$ cat src/rtl/hpu_pkg.sv
// Shared widths and the transmit-side state type for the HPU result stream.
package hpu_pkg;
  localparam int HPU_DW    = 32;
  localparam int HPU_DEPTH = 4;
  localparam int HPU_LEN_W = 16;

  typedef enum logic [1:0] {IDLE, SEND, DONE} put_state_t;
endpackage

$ cat src/rtl/stream_fifo.sv
// Small circular-buffer FIFO with registered storage, no bypass, and a flush input.
module stream_fifo #(
  parameter int DW    = 32,
  parameter int DEPTH = 4
) (
  input  logic          clk,
  input  logic          rst_n,
  input  logic          push,
  input  logic          pop,
  input  logic          flush,
  input  logic [DW-1:0] push_data,
  output logic [DW-1:0] head_data,
  output logic          full,
  output logic          empty
);
  localparam int AW = $clog2(DEPTH);

  logic [DW-1:0] mem [DEPTH];
  logic [AW-1:0] wr_ptr;
  logic [AW-1:0] rd_ptr;
  logic [AW:0]   count;

  assign full      = (count == (AW+1)'(DEPTH));
  assign empty     = (count == '0);
  assign head_data = mem[rd_ptr];

  // Flush wins over any same-cycle push or pop so an abort leaves nothing behind.
  always_ff @(posedge clk or negedge rst_n) begin
    if (!rst_n) begin
      wr_ptr <= '0;
      rd_ptr <= '0;
      count  <= '0;
    end else if (flush) begin
      wr_ptr <= '0;
      rd_ptr <= '0;
      count  <= '0;
    end else begin
      if (push) wr_ptr <= wr_ptr + AW'(1);
      if (pop)  rd_ptr <= rd_ptr + AW'(1);
      case ({push, pop})
        2'b10:   count <= count + (AW+1)'(1);
        2'b01:   count <= count - (AW+1)'(1);
        default: count <= count;
      endcase
    end
  end

  always_ff @(posedge clk) begin
    if (push && !flush) mem[wr_ptr] <= push_data;
  end
endmodule

$ cat src/rtl/put_stream.sv
// Transmit side of the HPU result stream: buffers core results and emits a
// length-bounded valid/ready transfer with put_last on the final word.
module put_stream
  import hpu_pkg::*;
#(
  parameter int DW    = HPU_DW,
  parameter int DEPTH = HPU_DEPTH,
  parameter int LEN_W = HPU_LEN_W
) (
  input  logic             clk,
  input  logic             rst_n,
  input  logic             run,
  input  logic             start,
  input  logic [LEN_W-1:0] put_len,
  input  logic             res_v,
  input  logic [DW-1:0]    res_data,
  output logic             res_ready,
  output logic             put_valid,
  output logic [DW-1:0]    put_data,
  output logic             put_last,
  input  logic             put_ready,
  output logic             busy,
  output logic             done
);
  put_state_t       state;
  logic [LEN_W-1:0] len;
  logic [LEN_W-1:0] len_m1;
  logic [LEN_W-1:0] push_cnt;
  logic [LEN_W-1:0] pop_cnt;
  logic             sending;
  logic             push;
  logic             pop;
  logic             flush;
  logic             full;
  logic             empty;
  logic [DW-1:0]    head;

  assign sending   = (state == SEND);
  assign len_m1    = len - LEN_W'(1);
  assign res_ready = sending & run & ~full & (push_cnt != len);
  assign put_valid = sending & ~empty;
  assign put_data  = put_valid ? head : '0;
  assign put_last  = put_valid & (pop_cnt == len_m1);
  assign push      = res_v & res_ready;
  assign pop       = put_valid & put_ready;
  assign flush     = sending & ~run;
  assign busy      = (state != IDLE);
  assign done      = (state == DONE);

  stream_fifo #(.DW(DW), .DEPTH(DEPTH)) u_fifo (
    .clk       (clk),
    .rst_n     (rst_n),
    .push      (push),
    .pop       (pop),
    .flush     (flush),
    .push_data (res_data),
    .head_data (head),
    .full      (full),
    .empty     (empty)
  );

  // An abort in SEND takes priority over a final pop, so it never yields a done pulse.
  always_ff @(posedge clk or negedge rst_n) begin
    if (!rst_n) begin
      state    <= IDLE;
      len      <= '0;
      push_cnt <= '0;
      pop_cnt  <= '0;
    end else begin
      case (state)
        IDLE: begin
          if (start && run) begin
            push_cnt <= '0;
            pop_cnt  <= '0;
            if (put_len != '0) begin
              len   <= put_len;
              state <= SEND;
            end else begin
              state <= DONE;
            end
          end
        end
        SEND: begin
          if (!run) begin
            state    <= IDLE;
            push_cnt <= '0;
            pop_cnt  <= '0;
          end else begin
            if (push) push_cnt <= push_cnt + LEN_W'(1);
            if (pop) begin
              pop_cnt <= pop_cnt + LEN_W'(1);
              if (pop_cnt == len_m1) state <= DONE;
            end
          end
        end
        DONE: begin
          state    <= IDLE;
          push_cnt <= '0;
          pop_cnt  <= '0;
        end
        default: state <= IDLE;
      endcase
    end
  end
endmodule
$ cat config.mk
export PLATFORM = sky130hd
export DESIGN_NAME = put_stream
export DESIGN_NICKNAME = d
export VERILOG_FILES = /design/src/rtl/hpu_pkg.sv /design/src/rtl/stream_fifo.sv /design/src/rtl/put_stream.sv
export SDC_FILE = /design/constraint.sdc
export NUM_CORES = 1
export LEC_CHECK = 0
export ABC_AREA = 1
export BUFFER_PORTS_ARGS = -buffer_cell sky130_fd_sc_hd__buf_4
export CORE_MARGIN = 1.5
export CORE_UTILIZATION = 40
export CTS_BUF_LIST = sky130_fd_sc_hd__clkbuf_8
export DETAILED_ROUTE_END_ITERATION = 7
export GPL_ROUTABILITY_DRIVEN = 0
export GPL_TIMING_DRIVEN = 0
export PLACE_DENSITY = 0.58
export SYNTH_ARGS = -nofsm -noshare
export SYNTH_HDL_FRONTEND = slang
export SYNTH_SLANG_ARGS = --single-unit
$ cat constraint.sdc
create_clock -name clk -period 3.01 [get_ports clk]
set_input_delay 0.602 -clock clk [delete_from_list [all_inputs] [get_ports clk]]
set_output_delay 0.602 -clock clk [all_outputs]
set_load 0.005 [all_outputs]
==> results of run 1 <==
[cell type report]
class	instances	area [um^2]	share of cell area [%]
sequential	185	5270	49.6
multi-input combinational	657	3320	31.2
timing repair buffer	96	771	7.25
tap	280	350	3.30
inverter	82	308	2.90
clock buffer	17	234	2.20
clock inverter	15	190	1.79
buffer	38	184	1.73
[registers in the layout, indices dropped and copies added (netlist names)]
name and cells:
u_fifo.mem 128, len 16, pop_cnt 16, u_fifo.wr_ptr 2, push_cnt 16, u_fifo.rd_ptr 2, state 2, u_fifo.count 3
[cells in the final DEF (no fill, tap or decap), types with 17 or more instances in the layout]
cell | Yosys | final
buf_4 | 0 | 92
a21oi_1 | 47 | 47
nand2_1 | 151 | 150
xnor2_1 | 22 | 22
inv_1 | 76 | 75
edfxtp_1 | 128 | 128
nand4_1 | 23 | 23
dfrtp_1 | 57 | 57
nand3_1 | 40 | 40
clkbuf_8 | 0 | 17
nor2_1 | 188 | 180
xor2_1 | 17 | 17
o21ai_0 | 103 | 103
[logic make-up (layout without fill, tap and decap cells)]
group | count (synthesis) | in the layout | share of synthesized area (%)
xor+xnor | 39 | 39 | 3.80
simple gates | 448 | 448 | 21.7
flops | 185 | 185 | 58.6
compound gates | 162 | 162 | 9.46
buf+inv | 120 | 248 | 5.27
fa+ha+maj | 8 | 8 | 1.20
[where the power goes]
part / total (uW) / switching [uW] / internal, uW
Combinational: 3280 / 2100 / 1180
Sequential: 3240 / 260 / 2980
Clock: 1720 / 1070 / 652
Total: 8240 / 3430 / 4810
[what timing repair did]
item,4_1_cts,5_1_grt
endpoints found under the setup margin,10,32
setup buffers,0,3
pin swaps,0,2
resized for setup,8,27
endpoints found under the hold margin,0,0
[worst max-delay path, stage by stage (launching register included)]
cell      delay (ns)
dfrtp_1         0.37
buf_2           0.19
nor2_2          0.17
nand3_1         0.18
nor2_2          0.18
nand2_1         0.07
nand2_1         0.08
nand4_1         0.08
nand3b_1        0.17
nor3_2          0.18
buf_4           0.14
[metrics by stage]
step / power [uW] / util (%) / instance area (um^2) / cells
floorplan: 5320 / - / 8990 / 962
global placement: 6410 / 45.6 / 10000 / 1331
detailed placement: 6480 / 46.1 / 10100 / 1335
CTS: 8240 / 48.1 / 10600 / 1367
global route: 8870 / 48.4 / 10600 / 1370
finish: 8240 / 48.4 / 10600 / 1370
[final timing paths]
path	endpoint	depth (start not counted)
worst max-delay path	put_last	10
max in group asynchronous	push_cnt[5]	1
worst max register to register	u_fifo.count[2]	15
min in group clk	u_fifo.mem[0][18]	1
worst min-delay path	len[7]	1
worst min register to register	push_cnt[15]	2
[metal layers]
| metal | wire, um | part of all wire (%) | vias up |
|---|---|---|---|
| li1 | - | - | 3467 |
| met1 | 10700 | 48 | 3280 |
| met2 | 10400 | 46 | 150 |
| met3 | 998 | 4.4 | 21 |
| met4 | 317 | 1.4 | 0 |
| met5 | 0 | 0 | - |
==> metrics, run 1 <==
initial antenna violation count=0; met3 Track Usage GR=3.01%; HPWL Detailed=about 16000 um; share of cells above drive strength 1=between 10% and 20%; 1st-iter DRT viols=566; r2r setup slk=roughly 0.44 ns; height of the die=153 um; CP endpoint kind=primary output; Yosys top cell area share=approximately 43%; register area share after synthesis=58.6%; Mapped Cells=slightly below 1000; Synth-to-Final Area Change=18.2%; cts hold-fix bufs=0; PortBufs=89; vias=between 6000 and 7000; Max Fanout on Critical Path=6; first-pass GRT wire length=36300 um; Sink Count=between 150 and 200; final worst slack=0.133 ns; Worst-path clk slew=between 0.1 and 0.15 ns; EDFF count, synth=~130; Die W=153 um; Max clock buf depth=2; relative slew slack=between 40% and 50%; Worst setup startpoint=len[3]; Slew Limit Fails=0; Ys Warns=0; final setup violation count=0; # DRC=6; PD cells=776 nW/um^2; GR peak layer=met2; worst path arrival time=2.28 ns; ranking of synthesized cells by area=edfxtp_1 43%, dfrtp_1 16%, nor2_1 7.8%; post-route setup TNS=0 ns; measured slew at the worst slew-check pin=0.785 ns; ys flop type=edfxtp_1; initial core utilization=just over 40%; failing checks=design-rule violations; met2 Usage GRT=between 30% and 40%; setup repair after global routing missed its margin=true; final wirelength=around 22000 um; WHS=between 0.15 and 0.2 ns; post-synth top area cell=edfxtp_1; grt ovf=0; max-cap violation count=0; vias in the first global route=about 6700; largest net degree at the start of global routing=between 50 and 60; Final Critical Period=2.88 ns; cell area after synthesis=about 9000 um^2; most frequent cell after synthesis=nor2_1; Tot GR Track Use=between 20% and 30%; FMAX=0.348 GHz; CTS buffer count=17; Synth cell types=41; worst hold path class=in2async; Worst VDD drop=around 0.00034 V; num ports=91; Data required, critical path=2.41 ns; list of most frequent post-synthesis cells=188 x nor2_1, 151 x nand2_1, 128 x edfxtp_1, 103 x o21ai_0, 76 x inv_1; Yosys reg bits=between 150 and 200; Leak=about 0.0042 uW; skew final=~0.017 ns; ys async rst share=between 30 and 40%; Post-Syn Nets=between 1000 and 1500; Worst setup SP type=register; ANT nets after route=0; Skew-Pair Late Insertion Delay=between 0.4 and 0.5 ns; syn avg cell area=9.35 um^2; WS Path Type=reg2out; status=finished, violations left; clk root buf=clkbuf_8; Nets=between 1000 and 1500; pre-CTS setup slack=just over 0.09 ns; met1 GRT Util=between 20 and 30%; final hold violations=0; H-tree depth=4; drt wl/cell=between 15 and 20 um; Die ar.=around 23000 um^2; diode count=0; FP Rows=54; core footprint=around 22000 um^2; TritonCTS clock tree=yes; Filler cells=2082; drt first pass iters=8; period utilisation layout=between 90% and 100%; via density per instance=5.05; R2R Path Start=state[1]
Power figures use the tool's default switching activity.
==> run 2, diff against run 1 <==
PLACE_DENSITY = 0.61   (was 0.58)
==> metrics, run 2 (synthesis gave the netlist of run 1 again) <==
status=finished, violations left; failing checks=design-rule violations; Skew-Pair Late Insertion Delay=roughly 0.48 ns; Clock power frac=between 20% and 30%; num ports=91; max-cap violation count=0; commonest non-fill, non-tap cells in the layout=178 x nor2_1, 148 x nand2_1, 128 x edfxtp_1; via density per instance=between 5 and 6; Leak=0.00421 uW; sequential power share=between 30% and 40%; Data required, critical path=~2.4 ns; worst path arrival time=around 2.3 ns; HPWL Detailed=about 16000 um; Max clock buf depth=2; Die W=around 150 um; r2r setup slk=roughly 0.35 ns; WHS=about 0.20 ns; commonest non-fill, non-tap cell in the layout=nor2_1; clk root buf=clkbuf_8; PD cells=771 nW/um^2; CP endpoint kind=primary output; largest net degree at the start of global routing=58; ANT nets after route=0; share of cells above drive strength 1=18.2%; worst-path cell chain=nor2_2 > nand2_1 > nor2_4 > nand3_1 > a22o_1 > nor2_1 > nand3b_1 > nor3_2 > buf_4; cts hold-fix bufs=0; Switch Pwr=roughly 3400 uW; Worst VDD drop=between 0.0004 and 0.0005 V; Worst R2R Path Depth=9; crit-path max cell delay=slightly below 0.5 ns; Largest register FFs=between 100 and 150; Final Critical Period=2.93 ns; Synth-to-Final Area Change=18.9%; FMAX=about 0.34 GHz; Slowest-stage cell, CP=dfrtp_1; placed standard-cell area=about 10000 um^2; vias=roughly 7000; Total Power=approximately 8200 uW; WS Path Type=reg2out; PortBufs=between 80 and 90; measured slew at the worst slew-check pin=0.771 ns; Comb pwr share=about two fifths; Worst setup SP type=register; reg2reg end=u_fifo.mem[3][26]; Max Fanout on Critical Path=5; first-pass GRT wire length=about 36000 um; # DRC=11; post-layout util=48.7%; Filler cells=a little over 2000; final setup violation count=0; vias in the first global route=6832; Tot GR Track Use=between 10% and 20%; FP Rows=54; switching share of power=between 40% and 50%; drt wl/cell=between 15 and 20 um; Power Internal=4840 uW; Die ar.=between 20000 and 25000 um^2; Worst-path clk slew=roughly 0.10 ns; grt ovf=0; largest reg by FF count=u_fifo.mem; CTS buffer count=17; height of the die=around 150 um; relative slew slack=48.1%; TritonCTS clock tree=yes; 1st-iter DRT viols=677; Slew Limit Fails=0; Sink Count=roughly 190; diode count=0; skew final=about 0.022 ns; setup repair after global routing missed its margin=true; final wirelength=22200 um; initial core utilization=between 40% and 50%; period utilisation layout=a little over nine tenths; initial antenna violation count=0; H-tree depth=4; drt first pass iters=8; Nets=between 1000 and 1500; final hold violations=0; Design Area, Final=between 10000 and 15000 um^2; R2R Path Start=state[1]; core footprint=~22000 um^2; worst hold path class=in2async
==> run 2: cell count changes in the layout (fill, tap and decap cells not counted), sizes merged <==
cell	change
inv	-2
buf	+2
clkbuf	+1
clkinv	+2
==> run 2: area by class of cell <==
type / instances / area [um^2] / share of cell area (%)
Clock inverter: 15 / 179 / 1.67
Tap cell: 280 / 350 / 3.28
Buffer: 38 / 185 / 1.73
Sequential cell: 185 / 5270 / 49.3
Multi-Input combinational cell: 657 / 3350 / 31.3
Inverter: 82 / 308 / 2.88
Timing Repair Buffer: 99 / 816 / 7.63
Clock buffer: 17 / 234 / 2.19
==> run 2: metrics by stage <==
stage / cells / setup WS, ns / setup TNS (ns)
final: 1373 / 0.0832 / 0
after CTS: 1368 / 0.000531 / 0
after global placement: 1331 / -1.75 / -212.44
after floorplan: 962 / -0.295 / -37.81
after global routing: 1373 / -0.0470 / -0.0470
after detailed placement: 1335 / 0.0277 / 0
==> run 2: critical path: cells and delay by family (launching register included) <==
| family | cells | cell delay [ns] |
|---|---|---|
| compound gates | 1 | 0.21 |
| buf+inv | 1 | 0.14 |
| flops | 1 | 0.49 |
| simple gates | 7 | 1.01 |
==> run 2: timing repair <==
action,in CTS,in global routing
resized for setup,11,33
setup endpoints to repair,9,31
pin swaps,0,2
hold endpoints to repair,0,0
setup buffers,1,5
==> run 2: power by group through the flow <==
stage,Sequential (uW),Combinational (uW),Clock [uW]
after detailed placement,3300,3170,0
final,3250,3340,1650
after floorplan,3210,2110,0
after global placement,3310,3090,0
after CTS,3250,3250,1690
after global routing,3290,3770,1790
==> run 2: how the worst max path moves through the flow <==
stage	start	endpoint	depth (start not counted)
global route	len[2]	put_last	10
finish	len[4]	put_last	9
CTS	len[1]	put_last	13
global placement	run	u_fifo.mem[2][4]	6
floorplan	run	u_fifo.mem[0][0]	6
detailed placement	run	u_fifo.mem[1][6]	7
==> run 2: metal layers <==
metal / share of wire [%] / global-route usage, %
met3: 5.7 / 3.63
met2: 48 / 32.9
met1: 45 / 26.7
met5: 0 / 0
met4: 1.2 / 4.58
==> run 3, diff against run 2 <==
clock period = 2.6 ns   (was 3.01 ns; I/O delays follow)
==> metrics, run 3 (synthesis gave the netlist of run 1 again) <==
status=finished, violations left; failing checks=design-rule violations, negative setup slack; Buf+Inv Stages, Crit Path=3; Worst-path clk slew=0.11 ns; Die W=between 150 and 200 um; worst path arrival time=~2.2 ns; WS Path Type=reg2out; Worst R2R Path Depth=15; core footprint=22000 um^2; CTS buffer count=17; Max clock buf depth=2; vias=7090; Skew-Pair Late Insertion Delay=around 0.47 ns; Die ar.=~23000 um^2; Worst setup SP type=register; clk root buf=clkbuf_8; initial core utilization=approximately two fifths; Post-Place Cells=roughly 1300; FP Rows=between 50 and 60; H-tree depth=4; Data required, critical path=about 2.1 ns; height of the die=153 um; period utilisation layout=105%; Tot GR Track Use=roughly a fifth; relative slew slack=between 40% and 50%; Final Critical Period=around 2.7 ns; Total Power=10200 uW; drt first pass iters=7; delay-heaviest family, CP=simple AND/OR/NAND/NOR gates; commonest non-fill, non-tap cell in the layout=nor2_1; FMAX=around 0.37 GHz; TritonCTS clock tree=yes; share of cells above drive strength 1=a little under a quarter; HPWL Detailed=15600 um; Max Fanout on Critical Path=5; PD cells=~900 nW/um^2; Nets=roughly 1200; Largest register FFs=about 130; measured slew at the worst slew-check pin=0.766 ns; final hold violations=0; setup repair after global routing missed its margin=true; final setup violation count=1; Worst VDD drop=roughly 0.00050 V; initial antenna violation count=0; 1st-iter DRT viols=between 500 and 600; worst-path cell chain=buf_4 > nor2_4 > nand2_2 > inv_2 > nand3_1 > nand2_1 > nand2_1 > nor3_2 > nand3_1 > nor3_2 > buf_4; final worst slack=-0.139 ns; PortBufs=89; first-pass GRT wire length=36600 um; drt wl/cell=16.5 um; placed standard-cell area=approximately 10000 um^2; crit-path max cell delay=~0.40 ns; max-cap violation count=0; Layout Cells excl Fill=around 1400; ANT nets after route=0; commonest non-fill, non-tap cells in the layout=176 x nor2_1, 145 x nand2_1, 128 x edfxtp_1; vias in the first global route=6826; # DRC=9; final wirelength=23000 um; Stages on worst setup path=11; Leak=approximately 0.0043 uW; diode count=0; via density per instance=5.10; Synth-to-Final Area Change=23.4%; cts hold-fix bufs=0; worst hold path class=in2async; CP endpoint kind=primary output; largest reg by FF count=u_fifo.mem; Design Area, Final=~11000 um^2; num ports=between 90 and 100; Slew Limit Fails=0; Filler cells=2019; largest net degree at the start of global routing=between 50 and 60; grt ovf=0; Sink Count=between 150 and 200; Slowest-stage cell, CP=dfrtp_1; skew final=0.0173 ns
## run 3: changes by cell type in the layout (fill, tap and decap cells not counted), moves of 3 or more
cell      delta
a21oi_1     -23
a21oi_2     +21
buf_12       +4
buf_4       +18
clkbuf_1     -7
clkbuf_2     -8
clkbuf_4     +6
dfrtp_1      -5
dfrtp_2      +5
inv_1        -4
inv_2        +3
nand2_1      -3
## run 3: worst reg2reg max path, stage by stage (launching register included)
cell     delay, ns
dfrtp_1       0.41
inv_1         0.17
a31oi_4       0.14
buf_4         0.15
buf_4         0.13
nand2_2       0.12
inv_1         0.10
nand2_2       0.14
inv_2         0.06
fa_1          0.38
xnor2_1       0.21
inv_1         0.06
nand2_1       0.06
nand2_1       0.05
nand2_1       0.05
nand2_1       0.05
## run 3: path summary, 6_finish.rpt
kind                                 start                end  slack (ns)
max                                 len[1]           put_last       -0.14
min                                  rst_n             len[7]        0.11
max reg2reg                u_fifo.count[0]    u_fifo.count[2]        0.24
min reg2reg                u_fifo.count[0]    u_fifo.count[0]        0.55
max in group asynchronous            rst_n    u_fifo.count[2]        1.95
min in group clk              res_data[14]  u_fifo.mem[1][14]        0.24
## run 3: final cells by class
type	instances	area, um^2	area share (%)
sequential	185	5280	47.6
buffer	35	244	2.20
inverter	82	315	2.84
multi-input combinational	657	3500	31.5
tap	280	350	3.16
timing repair buffer	118	978	8.82
clock inverter	15	196	1.77
clock buffer	17	234	2.11
## run 3: power breakdown
part           switching (uW)  internal (uW)  leakage [uW]
combinational            2670           1750       0.00223
sequential                335           3470       0.00191
clock                    1240            751      0.000211
total                    4250           5970       0.00435
## run 3: through the flow
stage	worst slack, ns	hold slack [ns]	utilization [%]	TNS, ns
6_report	-0.139	0.109	50.5	-0.139
5_1_grt	-0.276	0.157	50.5	-0.285
4_1_cts	-0.110	0.119	49.8	-0.110
3_5_place_dp	-0.480	0.553	46.1	-15.05
3_3_place_gp	-1.12	0.541	45.6	-146.44
2_1_floorplan	-0.103	0.224	-	-13.25
## run 3: repair_timing
item                       CTS  global route
setup endpoints to repair   35            50
buffers inserted            17             6
gates resized for setup     75            51
pin swaps                    5             0
cloned                       2             0
## run 3: routing by layer
layer	vias to the layer above	track usage, %	wire length, um
met3	24	3.66	1180
met5	-	0	0
met2	204	32.5	10800
met1	3366	28.1	10600
met4	0	5.56	366
li1	3496	-	-
